--- src/rtl/hack_pkg.sv ---
`default_nettype none
//============================================================================
// Module : hack_pkg
// Brief  : Shared Hack word/RAM8 sizing constants and the RAM8 clear-FSM
//          state encoding.
// Rev    : 1.0  initial release
//============================================================================
package hack_pkg;

   localparam int HACK_WORD_W = 16;
   localparam int RAM8_DEPTH  = 8;
   localparam int RAM8_ADDR_W = 3;

   // Bulk-clear sequencer states
   localparam logic [0:0] ST_IDLE  = 1'b0;
   localparam logic [0:0] ST_CLEAR = 1'b1;

endpackage : hack_pkg
`default_nettype wire

--- src/rtl/dmux8way.sv ---
`default_nettype none
//============================================================================
// Module : dmux8way
// Brief  : 1-to-8 demultiplexer; the output selected by sel follows in,
//          the other seven are held low.
// Rev    : 1.0  initial release
//============================================================================
module dmux8way (
   input  logic       in,
   input  logic [2:0] sel,
   output logic       a,
   output logic       b,
   output logic       c,
   output logic       d,
   output logic       e,
   output logic       f,
   output logic       g,
   output logic       h
);

   // Route in to the single output chosen by sel
   always_comb begin
      a = 1'b0;
      b = 1'b0;
      c = 1'b0;
      d = 1'b0;
      e = 1'b0;
      f = 1'b0;
      g = 1'b0;
      h = 1'b0;
      case (sel)
         3'd0:    a = in;
         3'd1:    b = in;
         3'd2:    c = in;
         3'd3:    d = in;
         3'd4:    e = in;
         3'd5:    f = in;
         3'd6:    g = in;
         default: h = in;
      endcase
   end

endmodule : dmux8way
`default_nettype wire

--- src/rtl/mux8way16.sv ---
`default_nettype none
//============================================================================
// Module : mux8way16
// Brief  : 8-to-1 word multiplexer; y returns the input chosen by sel.
// Rev    : 1.0  initial release
//============================================================================
module mux8way16 #(
   parameter int WIDTH = 16
) (
   input  logic [WIDTH-1:0] a,
   input  logic [WIDTH-1:0] b,
   input  logic [WIDTH-1:0] c,
   input  logic [WIDTH-1:0] d,
   input  logic [WIDTH-1:0] e,
   input  logic [WIDTH-1:0] f,
   input  logic [WIDTH-1:0] g,
   input  logic [WIDTH-1:0] h,
   input  logic [2:0]       sel,
   output logic [WIDTH-1:0] y
);

   // Select one of the eight words
   always_comb begin
      y = a;
      case (sel)
         3'd0:    y = a;
         3'd1:    y = b;
         3'd2:    y = c;
         3'd3:    y = d;
         3'd4:    y = e;
         3'd5:    y = f;
         3'd6:    y = g;
         default: y = h;
      endcase
   end

endmodule : mux8way16
`default_nettype wire

--- src/rtl/ram8_dmux16.sv ---
`default_nettype none
//============================================================================
// Module : ram8_dmux16
// Brief  : 8 x 16-bit Hack RAM bank. Writes are steered by a dmux8way load
//          decoder, reads come back through mux8way16, and a clear request
//          zeroes the eight words one per cycle while busy is high.
// Rev    : 1.0  initial release
//============================================================================
module ram8_dmux16
   import hack_pkg::*;
#(
   parameter int WIDTH = HACK_WORD_W,
   parameter int DEPTH = RAM8_DEPTH      // only 8 is supported
) (
   input  logic                   clk,
   input  logic                   reset,
   input  logic [WIDTH-1:0]       in,
   input  logic [RAM8_ADDR_W-1:0] address,
   input  logic                   load,
   input  logic                   clear,
   output logic [WIDTH-1:0]       out,
   output logic                   busy
);

   localparam logic [RAM8_ADDR_W-1:0] c_last_word = RAM8_ADDR_W'(DEPTH - 1);

   logic [0:0]             r_state;
   logic [0:0]             w_state_nxt;
   logic [RAM8_ADDR_W-1:0] r_cnt;
   logic [RAM8_ADDR_W-1:0] w_cnt_nxt;

   logic                   w_wr_req;
   logic [DEPTH-1:0]       w_wr_en;
   logic [DEPTH-1:0]       w_clr_en;
   logic [WIDTH-1:0]       r_mem [DEPTH];

   // Clear-sequencer state and word counter
   always_ff @(posedge clk) begin
      if (reset) begin
         r_state <= ST_IDLE;
         r_cnt   <= '0;
      end else begin
         r_state <= w_state_nxt;
         r_cnt   <= w_cnt_nxt;
      end
   end

   // Next state: a clear in IDLE starts the sweep; the sweep ends after the
   // last word, and further clear requests while sweeping are ignored
   always_comb begin
      w_state_nxt = r_state;
      w_cnt_nxt   = r_cnt;
      case (r_state)
         ST_IDLE: begin
            if (clear) begin
               w_state_nxt = ST_CLEAR;
               w_cnt_nxt   = '0;
            end
         end
         ST_CLEAR: begin
            w_cnt_nxt = r_cnt + 1'b1;
            if (r_cnt == c_last_word) begin
               w_state_nxt = ST_IDLE;
            end
         end
         default: begin
            w_state_nxt = ST_IDLE;
            w_cnt_nxt   = '0;
         end
      endcase
   end

   // busy decodes directly from the state flop, so it is glitch-free
   always_comb begin
      busy = (r_state == ST_CLEAR);
   end

   // Loads arriving during a sweep are dropped, not queued
   assign w_wr_req = load & ~busy;

   dmux8way u_wr_dmux (
      .in  (w_wr_req),
      .sel (address),
      .a   (w_wr_en[0]),
      .b   (w_wr_en[1]),
      .c   (w_wr_en[2]),
      .d   (w_wr_en[3]),
      .e   (w_wr_en[4]),
      .f   (w_wr_en[5]),
      .g   (w_wr_en[6]),
      .h   (w_wr_en[7])
   );

   // Sweep pointer picks the word zeroed on each busy cycle
   dmux8way u_clr_dmux (
      .in  (busy),
      .sel (r_cnt),
      .a   (w_clr_en[0]),
      .b   (w_clr_en[1]),
      .c   (w_clr_en[2]),
      .d   (w_clr_en[3]),
      .e   (w_clr_en[4]),
      .f   (w_clr_en[5]),
      .g   (w_clr_en[6]),
      .h   (w_clr_en[7])
   );

   generate
      for (genvar gi = 0; gi < DEPTH; gi++) begin : g_word
         // One storage word; write and zero strobes are never both active
         always_ff @(posedge clk) begin
            if (reset) begin
               r_mem[gi] <= '0;
            end else if (w_clr_en[gi]) begin
               r_mem[gi] <= '0;
            end else if (w_wr_en[gi]) begin
               r_mem[gi] <= in;
            end
         end
      end
   endgenerate

   // Combinational read; no write bypass, so new data appears a cycle later
   mux8way16 #(
      .WIDTH (WIDTH)
   ) u_rd_mux (
      .a   (r_mem[0]),
      .b   (r_mem[1]),
      .c   (r_mem[2]),
      .d   (r_mem[3]),
      .e   (r_mem[4]),
      .f   (r_mem[5]),
      .g   (r_mem[6]),
      .h   (r_mem[7]),
      .sel (address),
      .y   (out)
   );

endmodule : ram8_dmux16
`default_nettype wire

--- config.mk ---
export PLATFORM = sky130hd
export DESIGN_NAME = ram8_dmux16
export DESIGN_NICKNAME = d
export VERILOG_FILES = /design/src/rtl/hack_pkg.sv /design/src/rtl/dmux8way.sv /design/src/rtl/mux8way16.sv /design/src/rtl/ram8_dmux16.sv
export SDC_FILE = /design/constraint.sdc
export NUM_CORES = 1
export LEC_CHECK = 0
export CORE_UTILIZATION = 55
export DETAILED_ROUTE_END_ITERATION = 16
export PLACE_DENSITY = 0.81
export SLEW_MARGIN = 5
export SYNTH_ARGS = -nofsm -noshare
export SYNTH_HDL_FRONTEND = slang
export SYNTH_SLANG_ARGS = --single-unit
export TNS_END_PERCENT = 1
--- constraint.sdc ---
create_clock -name clk -period 3.9 [get_ports clk]
set_input_delay 0.585 -clock clk [delete_from_list [all_inputs] [get_ports clk]]
set_output_delay 0.585 -clock clk [all_outputs]
set_load 0.02 [all_outputs]
==> run_summary.xml <==
<?xml version="1.0" encoding="UTF-8"?>
<metrics>
  <group name="setup_path">
    <metric name="timing.reg2reg.setup_slack" unit="ns">1.40</metric>
    <metric name="path_cells" unit="">clkdlybuf4s50_1, nor2b_1, buf_4, a31oi_1, a31oi_1, clkdlybuf4s50_1</metric>
    <metric name="r2r-end" unit="">r_mem[0][7]</metric>
    <metric name="critical_path.reg2reg.startpoint" unit="">busy</metric>
    <metric name="worstSetupEndpointType" unit="">output port</metric>
    <metric name="cp_slowest_cell" unit="">sky130_fd_sc_hd__clkdlybuf4s50_1</metric>
    <metric name="worst_ep_required_time" unit="ns">3.31</metric>
    <metric name="type_of_the_setup_path_with_the_least_slack" unit="">input pin to output port</metric>
    <metric name="critical_path_arrival" unit="ns">3.07</metric>
    <metric name="critical_path_peak_fanout" unit="">12</metric>
    <metric name="r2r.worst_path.cells" unit="">4</metric>
    <metric name="cpPeakStageDelay" unit="ns">0.67</metric>
    <metric name="critical_path.endpoint" unit="">out[11]</metric>
    <metric name="timing.critical_path.from" unit="">address[0]</metric>
    <metric name="worst_setup_path_start_kind" unit="">input pin</metric>
  </group>
  <group name="floorplanning">
    <metric name="placementRows" unit="">38</metric>
    <metric name="die_width" unit="µm">109</metric>
    <metric name="initial_utilization" unit="">0.571</metric>
    <metric name="floorplan.die.height" unit="µm">109</metric>
    <metric name="boundary_pin_count" unit="">40</metric>
    <metric name="die_area" unit="µm²">11800</metric>
    <metric name="core_region_area" unit="µm²">11000</metric>
  </group>
  <group name="synth">
    <metric name="post_synth_inst_count" unit="">503</metric>
    <metric name="synthDistinctLibCells" unit="">39</metric>
    <metric name="synth.net_count" unit="">532</metric>
    <metric name="postSynthAreaPerCell" unit="µm²">12.5</metric>
    <metric name="synth_top_flop_cell" unit="">sky130_fd_sc_hd__edfxtp_1</metric>
    <metric name="yosys_warnings" unit="">0</metric>
    <metric name="netlist.top_cell.by_area" unit="">sky130_fd_sc_hd__edfxtp_1</metric>
    <metric name="count_of_flip_flops_with_a_built_in_enable_after_synthesis" unit="">128</metric>
    <metric name="ys_async_sr_fraction" unit="">0</metric>
    <metric name="synth-seq-cells" unit="">132</metric>
    <metric name="synth_top_cells_by_count" unit="">sky130_fd_sc_hd__and2_1, sky130_fd_sc_hd__edfxtp_1, sky130_fd_sc_hd__nor2_1</metric>
    <metric name="synth-seq-area-share" unit="">0.626</metric>
    <metric name="synthesis.area" unit="µm²">6270</metric>
    <metric name="synth_top_cell_area_share" unit="">0.613</metric>
    <metric name="yosys-top-cells-area" unit="">sky130_fd_sc_hd__edfxtp_1, sky130_fd_sc_hd__and2_1, sky130_fd_sc_hd__mux2i_1</metric>
    <metric name="yosysMostFrequentCell" unit="">sky130_fd_sc_hd__and2_1</metric>
  </group>
  <group name="detailed_routing">
    <metric name="drt.antenna.violating_nets" unit="">0</metric>
    <metric name="detail_route.iter0.violations" unit="">325</metric>
    <metric name="length_of_the_first_detailed_routing_pass_in_iterations" unit="">5</metric>
    <metric name="route.final.wire_length" unit="mm">15.1</metric>
    <metric name="via_count" unit="">4205</metric>
    <metric name="route.detailed.wl_per_inst" unit="µm">21.5</metric>
    <metric name="number_of_vias_per_cell" unit="">5.98</metric>
    <metric name="drc" unit="">0</metric>
  </group>
  <group name="clock_network">
    <metric name="clkTransAtPathRegs" unit="ns">0.05</metric>
    <metric name="cts-htree-levels" unit="">4</metric>
    <metric name="cts_tree" unit="">yes</metric>
    <metric name="cts-resized-gates" unit="">0</metric>
    <metric name="clock_insertion_delay_worst_skew" unit="ns">0.42</metric>
    <metric name="post_cts_hold_buffer_count" unit="">0</metric>
    <metric name="post_cts_buffers" unit="">0</metric>
    <metric name="clockBufferDepth" unit="">2</metric>
    <metric name="clockRootBuffer" unit="">sky130_fd_sc_hd__clkbuf_16</metric>
    <metric name="number_of_buffers_created_by_cts" unit="">17</metric>
    <metric name="clock_sink_count" unit="">132</metric>
  </group>
  <group name="placed_design">
    <metric name="detailedPlacementHpwl" unit="mm">9.20</metric>
    <metric name="routabilityCongestion" unit="">0.821</metric>
    <metric name="placement.cell_area" unit="µm²">6810</metric>
    <metric name="number_of_buffer_cells_added_on_primary_ports" unit="">39</metric>
    <metric name="place_worst_setup_slack" unit="ns">0.355</metric>
    <metric name="place.detailed.instances" unit="">674</metric>
  </group>
  <group name="run_status">
    <metric name="run_status" unit="">finished, final reports clean</metric>
  </group>
  <group name="grt">
    <metric name="pin_count_of_the_biggest_net_entering_global_routing" unit="">39</metric>
    <metric name="initial_antenna_violation_count" unit="">0</metric>
    <metric name="global_route.usage.total" unit="">0.281</metric>
    <metric name="wire_length_of_the_first_global_routing_pass" unit="mm">23.5</metric>
    <metric name="globalRouteOverflowTotal" unit="">0</metric>
    <metric name="first_global_vias" unit="">4408</metric>
  </group>
  <group name="sta">
    <metric name="final.setup.tns" unit="ns">0</metric>
    <metric name="setup_viol" unit="">0</metric>
    <metric name="final_min_period_over_clock_period" unit="">0.938</metric>
    <metric name="slew_violations" unit="">0</metric>
    <metric name="max_clock_freq" unit="MHz">273</metric>
    <metric name="final-hold-violation-count" unit="">0</metric>
    <metric name="final_period_minus_worst_setup_slack" unit="ns">3.66</metric>
    <metric name="hold_ws" unit="ns">0.630</metric>
    <metric name="timing.max_slew.rel_slack" unit="">0.395</metric>
    <metric name="max_slew.worst_pin.slew" unit="ns">0.908</metric>
    <metric name="setup_slack" unit="ns">0.241</metric>
    <metric name="finalClockSkew" unit="ns">0.00315</metric>
    <metric name="setup_repair_after_global_routing_missed_its_margin" unit="">no</metric>
  </group>
  <group name="final_layout">
    <metric name="drive_gt1_frac" unit="">0.115</metric>
    <metric name="antenna_cells" unit="">0</metric>
    <metric name="area_growth" unit="%">17.4</metric>
    <metric name="final_core_occ" unit="">0.670</metric>
    <metric name="final_area" unit="µm²">7360</metric>
    <metric name="final_nets" unit="">582</metric>
    <metric name="fillers" unit="">755</metric>
    <metric name="final_cells" unit="">703</metric>
  </group>
  <group name="power">
    <metric name="peakVddDrop" unit="V">0.000269</metric>
    <metric name="static-leakage-power" unit="nW">2.76</metric>
    <metric name="netSwitchingPower" unit="mW">0.765</metric>
    <metric name="switching_fraction_of_total_power" unit="">0.219</metric>
    <metric name="power_density" unit="nW/µm²">474</metric>
    <metric name="power" unit="mW">3.49</metric>
    <metric name="comb_power_share" unit="">0.087</metric>
    <metric name="p_int" unit="mW">2.72</metric>
    <metric name="power.sequential.fraction" unit="">0.473</metric>
    <metric name="power.clock.fraction" unit="">0.441</metric>
  </group>
  <group name="hold_path">
    <metric name="holdPathStages" unit="">3</metric>
    <metric name="min-delay-path-class" unit="">register to register</metric>
  </group>
  <group name="flow_run">
    <metric name="cap_violations" unit="">0</metric>
  </group>
</metrics>
-- per-layer routing --
layer,track usage,routed length [µm],vias to the layer above,part of all wire
li1,-,-,1894,-
met1,0.336,5710,2059,0.38
met2,0.481,7830,203,0.52
met3,0.0699,1080,49,0.071
met4,0.121,488,0,0.032
met5,0,0,-,0
-- area by class of cell --
type	count	area (µm²)	share of cell area
sequential	132	3920	0.533
multi-input combinational	338	2160	0.293
timing repair buffer	59	536	0.0728
clock buffer	21	440	0.0598
tap	140	175	0.0238
clock inverter	8	111	0.0151
inverter	5	18.8	0.00255
-- placed cells by master (no fill, tap or decap), types with 4 or more instances in the layout --
cell | Yosys | routed
sky130_fd_sc_hd__and2_1 | 129 | 129
sky130_fd_sc_hd__edfxtp_1 | 128 | 128
sky130_fd_sc_hd__nor2_1 | 54 | 54
sky130_fd_sc_hd__clkdlybuf4s50_1 | 0 | 38
sky130_fd_sc_hd__a21oi_1 | 24 | 24
sky130_fd_sc_hd__a31oi_1 | 23 | 23
sky130_fd_sc_hd__mux2i_1 | 21 | 21
sky130_fd_sc_hd__buf_4 | 3 | 20
sky130_fd_sc_hd__clkbuf_16 | 0 | 17
sky130_fd_sc_hd__nand2_1 | 13 | 13
sky130_fd_sc_hd__o21ai_0 | 12 | 11
sky130_fd_sc_hd__nor3b_2 | 7 | 7
sky130_fd_sc_hd__nor2_4 | 6 | 6
sky130_fd_sc_hd__nor2_2 | 6 | 6
sky130_fd_sc_hd__ha_1 | 6 | 6
sky130_fd_sc_hd__a211o_1 | 5 | 5
sky130_fd_sc_hd__nand3b_1 | 4 | 4
sky130_fd_sc_hd__inv_1 | 4 | 4
sky130_fd_sc_hd__dfxtp_1 | 4 | 4
sky130_fd_sc_hd__clkbuf_1 | 5 | 4
-- power groups by stage --
stage	Clock, mW	Combinational, mW	Sequential, mW
global placement	0	0.291	1.67
detailed placement	0	0.299	1.68
finish	1.54	0.302	1.65
CTS	1.54	0.302	1.65
floorplan	0	0.169	1.67
global route	1.61	0.322	1.65
-- kinds of logic (layout without fill, tap and decap cells) --
kind of cell	after synthesis	after routing	share of synthesized area
AND/OR/NAND/NOR	234	234	0.222
buffers and inverters	33	93	0.0299
AO/OA/AOI/OAI	77	77	0.0763
flip-flops	132	132	0.626
multiplexers	21	21	0.0335
adder cells (fa/ha/maj)	6	6	0.0120
-- worst min-delay path by stage --
stage                  start        to  slack [ns]
floorplan           r_cnt[0]  r_cnt[0]        0.57
finish              r_cnt[0]  r_cnt[0]        0.63
global route        r_cnt[0]  r_cnt[0]        0.65
CTS                 r_cnt[0]  r_cnt[0]        0.63
global placement    r_cnt[0]  r_cnt[0]        0.59
detailed placement  r_cnt[0]  r_cnt[0]        0.62
-- worst max-delay path: cells and delay by family --
family	cells	cell delay, ns
and+or+nand+nor	1	0.59
buffers and inverters	3	1.58
AOI/OAI and AO/OA	2	0.31
-- registers in the layout, indices dropped and copies added, names as in the netlist --
signal  count
r_mem     128
r_cnt       3
busy        1
No activity file was read; power rests on OpenSTA's default activity.
